<file path="src/rtl/ifu_fetch_pkg.sv">
// Shared encodings and defaults for the instruction fetch unit.
package ifu_fetch_pkg;

    localparam logic [31:0] PC_RESET_DEFAULT = 32'h0000_3000;
    localparam int          IM_WORDS_DEFAULT = 4096;

    typedef enum logic [1:0] {
        NPC_SEQ = 2'd0,
        NPC_BR  = 2'd1,
        NPC_J   = 2'd2,
        NPC_JR  = 2'd3
    } npc_op_e;

    typedef enum logic {
        ST_RUN = 1'b0,
        ST_ERR = 1'b1
    } ifu_state_e;

endpackage

</file>
<file path="src/rtl/ifu_fetch_npc_calc.sv">
// Combinational next-PC selection and fetch-range validity check.
module npc_calc
    import ifu_fetch_pkg::*;
#(
    parameter logic [31:0] PC_RESET = PC_RESET_DEFAULT,
    parameter int          IM_WORDS = IM_WORDS_DEFAULT
) (
    input  logic [31:0] pc,
    input  logic [1:0]  npc_op,
    input  logic        br_taken,
    input  logic [15:0] imm16,
    input  logic [25:0] imm26,
    input  logic [31:0] rs_data,
    output logic [31:0] npc,
    output logic [31:0] pc_plus4,
    output logic        npc_valid
);

    localparam logic [31:0] PC_LAST = PC_RESET + 32'(4 * (IM_WORDS - 1));

    logic [31:0] br_off;

    assign pc_plus4 = pc + 32'd4;
    assign br_off   = {{14{imm16[15]}}, imm16, 2'b00};

    always_comb begin
        npc = pc_plus4;
        case (npc_op_e'(npc_op))
            NPC_SEQ: npc = pc_plus4;
            NPC_BR:  npc = br_taken ? (pc_plus4 + br_off) : pc_plus4;
            NPC_J:   npc = {pc_plus4[31:28], imm26, 2'b00};
            NPC_JR:  npc = rs_data;
            default: npc = pc_plus4;
        endcase
    end

    // Unsigned bounds: a wrapped target such as 32'hFFFF_FFFC lands above PC_LAST.
    assign npc_valid = (npc[1:0] == 2'b00) && (npc >= PC_RESET) && (npc <= PC_LAST);

endmodule

</file>
<file path="src/rtl/ifu_fetch.sv">
// Fetch unit: PC register, run/error FSM and retired-update counter.
// state | meaning
// RUN   | fetching; PC advances on every unstalled valid next-PC
// ERR   | sticky fault after an invalid target; only reset leaves
module ifu_fetch
    import ifu_fetch_pkg::*;
#(
    parameter logic [31:0] PC_RESET = PC_RESET_DEFAULT,
    parameter int          IM_WORDS = IM_WORDS_DEFAULT
) (
    input  logic        clk,
    input  logic        reset,
    input  logic        stall,
    input  logic [1:0]  npc_op,
    input  logic        br_taken,
    input  logic [15:0] imm16,
    input  logic [25:0] imm26,
    input  logic [31:0] rs_data,
    output logic [31:0] pc,
    input  logic [31:0] im_instr,
    output logic [31:0] instr,
    output logic [31:0] pc_plus4,
    output logic        fetch_err,
    output logic [31:0] retired
);

    ifu_state_e  state_q, state_d;
    logic [31:0] pc_q, pc_d;
    logic [31:0] retired_q, retired_d;
    logic [31:0] npc;
    logic        npc_valid;

    npc_calc #(
        .PC_RESET (PC_RESET),
        .IM_WORDS (IM_WORDS)
    ) u_npc_calc (
        .pc        (pc_q),
        .npc_op    (npc_op),
        .br_taken  (br_taken),
        .imm16     (imm16),
        .imm26     (imm26),
        .rs_data   (rs_data),
        .npc       (npc),
        .pc_plus4  (pc_plus4),
        .npc_valid (npc_valid)
    );

    always_comb begin
        state_d   = state_q;
        pc_d      = pc_q;
        retired_d = retired_q;
        case (state_q)
            ST_RUN: begin
                if (!stall) begin
                    if (npc_valid) begin
                        pc_d      = npc;
                        retired_d = retired_q + 32'd1;
                    end else begin
                        state_d = ST_ERR;
                    end
                end
            end
            ST_ERR: begin
                state_d = ST_ERR;
            end
            default: state_d = ST_ERR;
        endcase
    end

    always_ff @(posedge clk) begin
        if (reset) begin
            state_q   <= ST_RUN;
            pc_q      <= PC_RESET;
            retired_q <= 32'd0;
        end else begin
            state_q   <= state_d;
            pc_q      <= pc_d;
            retired_q <= retired_d;
        end
    end

    assign pc        = pc_q;
    assign retired   = retired_q;
    assign fetch_err = (state_q == ST_ERR);
    assign instr     = (state_q == ST_RUN) ? im_instr : 32'h0;

endmodule

</file>
<file path="config.mk">
export PLATFORM = sky130hd
export DESIGN_NAME = ifu_fetch
export DESIGN_NICKNAME = d
export VERILOG_FILES = /design/src/rtl/ifu_fetch_pkg.sv /design/src/rtl/ifu_fetch_npc_calc.sv /design/src/rtl/ifu_fetch.sv
export SDC_FILE = /design/constraint.sdc
export NUM_CORES = 1
export LEC_CHECK = 0
export ABC_AREA = 1
export BUFFER_PORTS_ARGS = -buffer_cell sky130_fd_sc_hd__buf_4
export CAP_MARGIN = 25
export CORE_UTILIZATION = 50
export CTS_CLUSTER_SIZE = 14
export DETAILED_ROUTE_END_ITERATION = 10
export GPL_TIMING_DRIVEN = 1
export PLACE_DENSITY = 0.78
export SETUP_SLACK_MARGIN = 0.3
export SLEW_MARGIN = 20
export SYNTH_ARGS = -nofsm -noshare
export SYNTH_HDL_FRONTEND = slang
export SYNTH_HIERARCHICAL = 1
export SYNTH_SLANG_ARGS = --single-unit
export TNS_END_PERCENT = 50
</file>
<file path="constraint.sdc">
create_clock -name clk -period 7.8 [get_ports clk]
set_clock_uncertainty 0.1 [all_clocks]
set_input_delay 1.56 -clock clk [delete_from_list [all_inputs] [get_ports clk]]
set_output_delay 1.56 -clock clk [all_outputs]
set_load 0.02 [all_outputs]
</file>
==> results <==
- The post-CTS setup repair buffer count is 0.
- The worst hold path passes through 2 cells.
- In this run the worst setup path begins at pc[2]$_SDFFE_PP0P_.
- For flop-to-flop paths, the worst setup slack is 2.03 ns.
- The final max-slew violation count is 0.
- The floorplan step set the die height to 129.4 um.
- The TritonCTS buffer count is 9.
- The routed layout has 10.60k vias.
- The CTS tree is built.
- The total of hold buffers inserted after clock tree synthesis is 0.
- Setup repair after global routing left no endpoint under its margin.
- After the first detailed-routing iteration, the DRC count stood at 1099.
- The final count of hold timing violations is 0.
- The analysis attributes to net switching a power of 0.0002952 W.
- The master of the slowest instance on the critical path is sky130_fd_sc_hd__nor2_4.
- The switching share of total power is 29.11%.
- The horizontal extent of the die is 129.4 um.
- The number of global-route vias before repair is 9365.
- The number of cell instances on the worst register-to-register path is 32.
- The cell area power density is 98.18 nW/um2.
- The tightest min-delay check is of the reg2reg type.
- CTS built an H-tree with a depth of 3.
- The core outline area is 15890 um2.
- Along the worst path, the maximum fanout reaches 42.
- The combined area of the multi-input logic cells is 5599 um2.
- The dominant delay contributor by cell family on the critical path is simple AND/OR/NAND/NOR gates.
- The initial antenna violation count is 0.
- The first global-routing pass estimated 47.21 mm of wire.
- The startpoint identified for the worst register-to-register timing path is pc[2]$_SDFFE_PP0P_.
- After synthesis, the netlist uses 49 different library cells.
- The utilization after layout is 65.02%.
- After layout, the worst path uses 73.96% of the clock period.
- Once detailed placement completed, the half-perimeter wirelength came to 25.04 mm.
- The remaining routing DRC violations is 0.
- The routed design could run at a clock period as short as 5.769 ns.
- Counting both buffers and inverters, the worst setup path holds a total of 2.
- The worst min-delay path startpoint is retired[31]$_SDFFE_PP0P_.
- The static leakage power is 5.674 nW.
- The net count after synthesis is 1660.
- Across the run, the number of max-cap violations was 0.
- Based on the critical path, the design can be clocked at up to 173.3 MHz.
- The proportion of synthesized chip area in sequential cells is 16.04%.
- The run finished with clean final reports.
- Setup violations remaining at the end of the flow were counted as 0.
- At the pin with the least slew margin, the transition time is 1.017 ns.
- The detail-routed net length per standard cell is 15.77 um.
- Counting stages on the worst path, the most repeated cell is sky130_fd_sc_hd__nand2_1.
- The flip-flop cell with the highest count after synthesis is sky130_fd_sc_hd__dfxtp_1.
- The synthesized flop and latch total is 65.
- For the worst setup path, the data required time is 7.93 ns.
- The mean post-synth cell area is 5.360 um2.
- The clock root buffer is sky130_fd_sc_hd__clkbuf_16.
- The share of power burned in the clock network is 43.2%.
- After floorplanning, the core was divided into 46 placement rows.
- The headroom to the max-slew limit is 32.05%.
- The path with the worst hold slack has its endpoint at retired[31]$_SDFFE_PP0P_.
- No sink is reached through more buffers than the 2 on the longest clock path.
- Across the VDD grid, the largest voltage drop is 0.00009368 V.
- The setup path with the least slack is of type reg2reg.
- The cell count after synthesis is 1513.
- The number of cells upsized or downsized after cts is 0.
- The first detailed-routing pass ran for 6 iterations.
- Sequential cells burn 32.8% of the power.
- The wire length reported by the detailed router is 30.80 mm.
- Once detail routing completed, the nets flagged for antenna violations numbered 0.
- The critical path data arrival time is 5.90 ns.
- The net count reported at finish is 1879.
- Global routing used 36.33% of the available tracks across all layers.
- For this run, the slowest stage of the critical path takes 0.77 ns.
- Clock latency on the worst-skew pair, taken at its later pin, is 0.33 ns.
- Summed over all layers, the global routing overflow is 0.
- Entering global routing, the biggest net connects 55 pins.
- From synthesis to final layout, the design area changed by 27.35%.
- The initial standard-cell utilization of the core is 51.06%.
- The kind of launch point of the worst setup path is a register.
- In the routed layout, each cell is associated on average with a via count of 5.427.
- Yosys mapped a number of flops with a built-in enable equal to 0.
- The register area is 1301 um2.
- The number of diodes added for antenna fixing is 0.
- The endpoint of the worst-slack reg-to-reg timing path is retired[21]$_SDFFE_PP0P_.
- The layout has 1603 filler cells.
- The internal power of the cells is 0.0007189 W.
- The setup TNS is 0 ns.
- The fraction of layout instances using a drive strength above 1 is 20.90%.
- The area of the die is 16730 um2.
- The number of synthesis warnings is 6.
- At the end of routability-driven placement, the weighted congestion stood at 1.019.
- For this design the top-level I/O count stands at 241.
- Clock-pin slew was measured on the worst setup and hold paths at 0.06 ns.
- The async set-reset flop share out of synthesis is 0%.
- The total clock sinks is 65.
- In this run the tool buffered the top-level ports with 240 buffer cells.
- After synthesis the cells add up to 8110 um2.
- The combinational fraction of design power is 24.0%.
- STA classifies the critical path endpoint as a register.
state kept, by name, indices dropped and copies added (netlist names):
name	cells
retired	32
pc	32
fetch_err	1
kinds of logic (layout without fill, tap and decap cells):
| group | Yosys count | after routing | synth area share [%] |
|---|---|---|---|
| adder cells (fa/ha/maj) | 35 | 35 | 5.492 |
| AND/OR/NAND/NOR | 949 | 949 | 51.56 |
| XOR/XNOR | 9 | 9 | 1.065 |
| AO/OA/AOI/OAI | 152 | 152 | 10.92 |
| flip-flops | 65 | 65 | 16.04 |
| buffers and inverters | 303 | 527 | 14.92 |
cells in the mapped netlist (2+ instances only):
library cell               number  area [um2]
sky130_fd_sc_hd__nand2_1      470        1764
sky130_fd_sc_hd__inv_1        253       949.7
sky130_fd_sc_hd__nor2_1       218       818.3
sky130_fd_sc_hd__nand3_1      135       675.7
sky130_fd_sc_hd__dfxtp_1       65        1301
sky130_fd_sc_hd__a21oi_1       54       270.3
sky130_fd_sc_hd__o21ai_0       52       260.3
sky130_fd_sc_hd__ha_1          34       425.4
sky130_fd_sc_hd__nand2_2       25       156.4
sky130_fd_sc_hd__nor2_2        25       156.4
sky130_fd_sc_hd__nand4_1       20       125.1
sky130_fd_sc_hd__buf_2         15       75.07
sky130_fd_sc_hd__clkbuf_1      12       45.04
sky130_fd_sc_hd__inv_2         12       45.04
sky130_fd_sc_hd__nor3_1        12       60.06
sky130_fd_sc_hd__a22o_1        11       96.34
sky130_fd_sc_hd__nor2_4        11       123.9
sky130_fd_sc_hd__a221oi_1       8       70.07
sky130_fd_sc_hd__nand3_2        8       80.08
sky130_fd_sc_hd__o21ai_1        8       40.04
sky130_fd_sc_hd__o21bai_1       7       52.55
sky130_fd_sc_hd__xor2_1         7       61.31
sky130_fd_sc_hd__nand3b_1       6       45.04
sky130_fd_sc_hd__buf_4          5       37.54
sky130_fd_sc_hd__nor3_2         4       40.04
sky130_fd_sc_hd__or2_2          4       25.02
sky130_fd_sc_hd__a21oi_2        3       26.28
sky130_fd_sc_hd__buf_6          3       33.78
sky130_fd_sc_hd__o21ai_2        3       26.28
sky130_fd_sc_hd__clkinv_2       2       10.01
sky130_fd_sc_hd__nor4_1         2       12.51
sky130_fd_sc_hd__o21a_1         2       15.01
power by group through the flow:
stage               logic, W  registers [W]  clock network [W]
finish              0.000243       0.000333           0.000438
global route        0.000265       0.000333           0.000457
CTS                 0.000239       0.000333           0.000440
detailed placement  0.000238       0.000340                  0
global placement    0.000236       0.000340                  0
floorplan           0.000138       0.000341                  0
cell type report:
type                            instances  area share (%)
Tap cell                              216           2.617
Sequential cell                        65           12.60
Inverter                              267           9.727
Multi-Input combinational cell       1145           54.21
Clock inverter                          5          0.7632
Clock buffer                           11           2.350
Timing Repair Buffer                  244           17.73
worst max-delay path by stage:
| stage | endpoint | slack [ns] | cells after the start |
|---|---|---|---|
| finish | retired[21]$_SDFFE_PP0P_ | 2.03 | 32 |
| global placement | retired[25]$_SDFFE_PP0P_ | 2.10 | 28 |
| CTS | retired[16]$_SDFFE_PP0P_ | 2.17 | 31 |
| floorplan | retired[29]$_SDFFE_PP0P_ | 3.32 | 27 |
| global route | retired[25]$_SDFFE_PP0P_ | 1.45 | 32 |
| detailed placement | retired[29]$_SDFFE_PP0P_ | 2.04 | 28 |
tightest hold or removal path, cell delays in order (launching register included):
cell                      delay [ns]
sky130_fd_sc_hd__dfxtp_1        0.35
sky130_fd_sc_hd__a21oi_1        0.05
sky130_fd_sc_hd__nor2_1         0.09
per-layer routing:
| layer | global-route usage, % | wire (um) |
|---|---|---|
| met4 | 13.49 | 1147 |
| met3 | 6.524 | 3078 |
| met5 | 0 | 0 |
| met2 | 61.26 | 14250 |
| met1 | 46.09 | 12320 |
layout by cell type (no fill, tap or decap), drive strengths merged, types with 2 or more instances in the layout:
master    n
nand2   496
a21oi    57
inv     264
nand4    21
or2       5
and2      2
nand3b    6
a221oi    8
nand3   143
dfxtp    65
nor3     17
o21a      2
clkbuf   11
buf     244
o21bai    7
a22o     11
nor4      2
nor2    255
xor2      7
bufinv    2
xnor2     2
o21ai    63
clkinv    6
ha       34
per-stage QoR:
step | total power (W) | hold slack, ns | instance area (um2) | instances | setup WS (ns)
finish | 0.001014 | 0.4259 | 10330 | 1953 | 2.031
global route | 0.001055 | 0.4488 | 10330 | 1953 | 1.448
CTS | 0.001012 | 0.4276 | 10330 | 1953 | 2.166
detailed placement | 0.0005779 | 0.4088 | 10010 | 1937 | 2.045
global placement | 0.0005761 | 0.3990 | 10010 | 1937 | 2.098
floorplan | 0.0004789 | 0.4604 | 8110 | 1513 | 3.319
No activity file was read; power rests on OpenSTA's default activity.
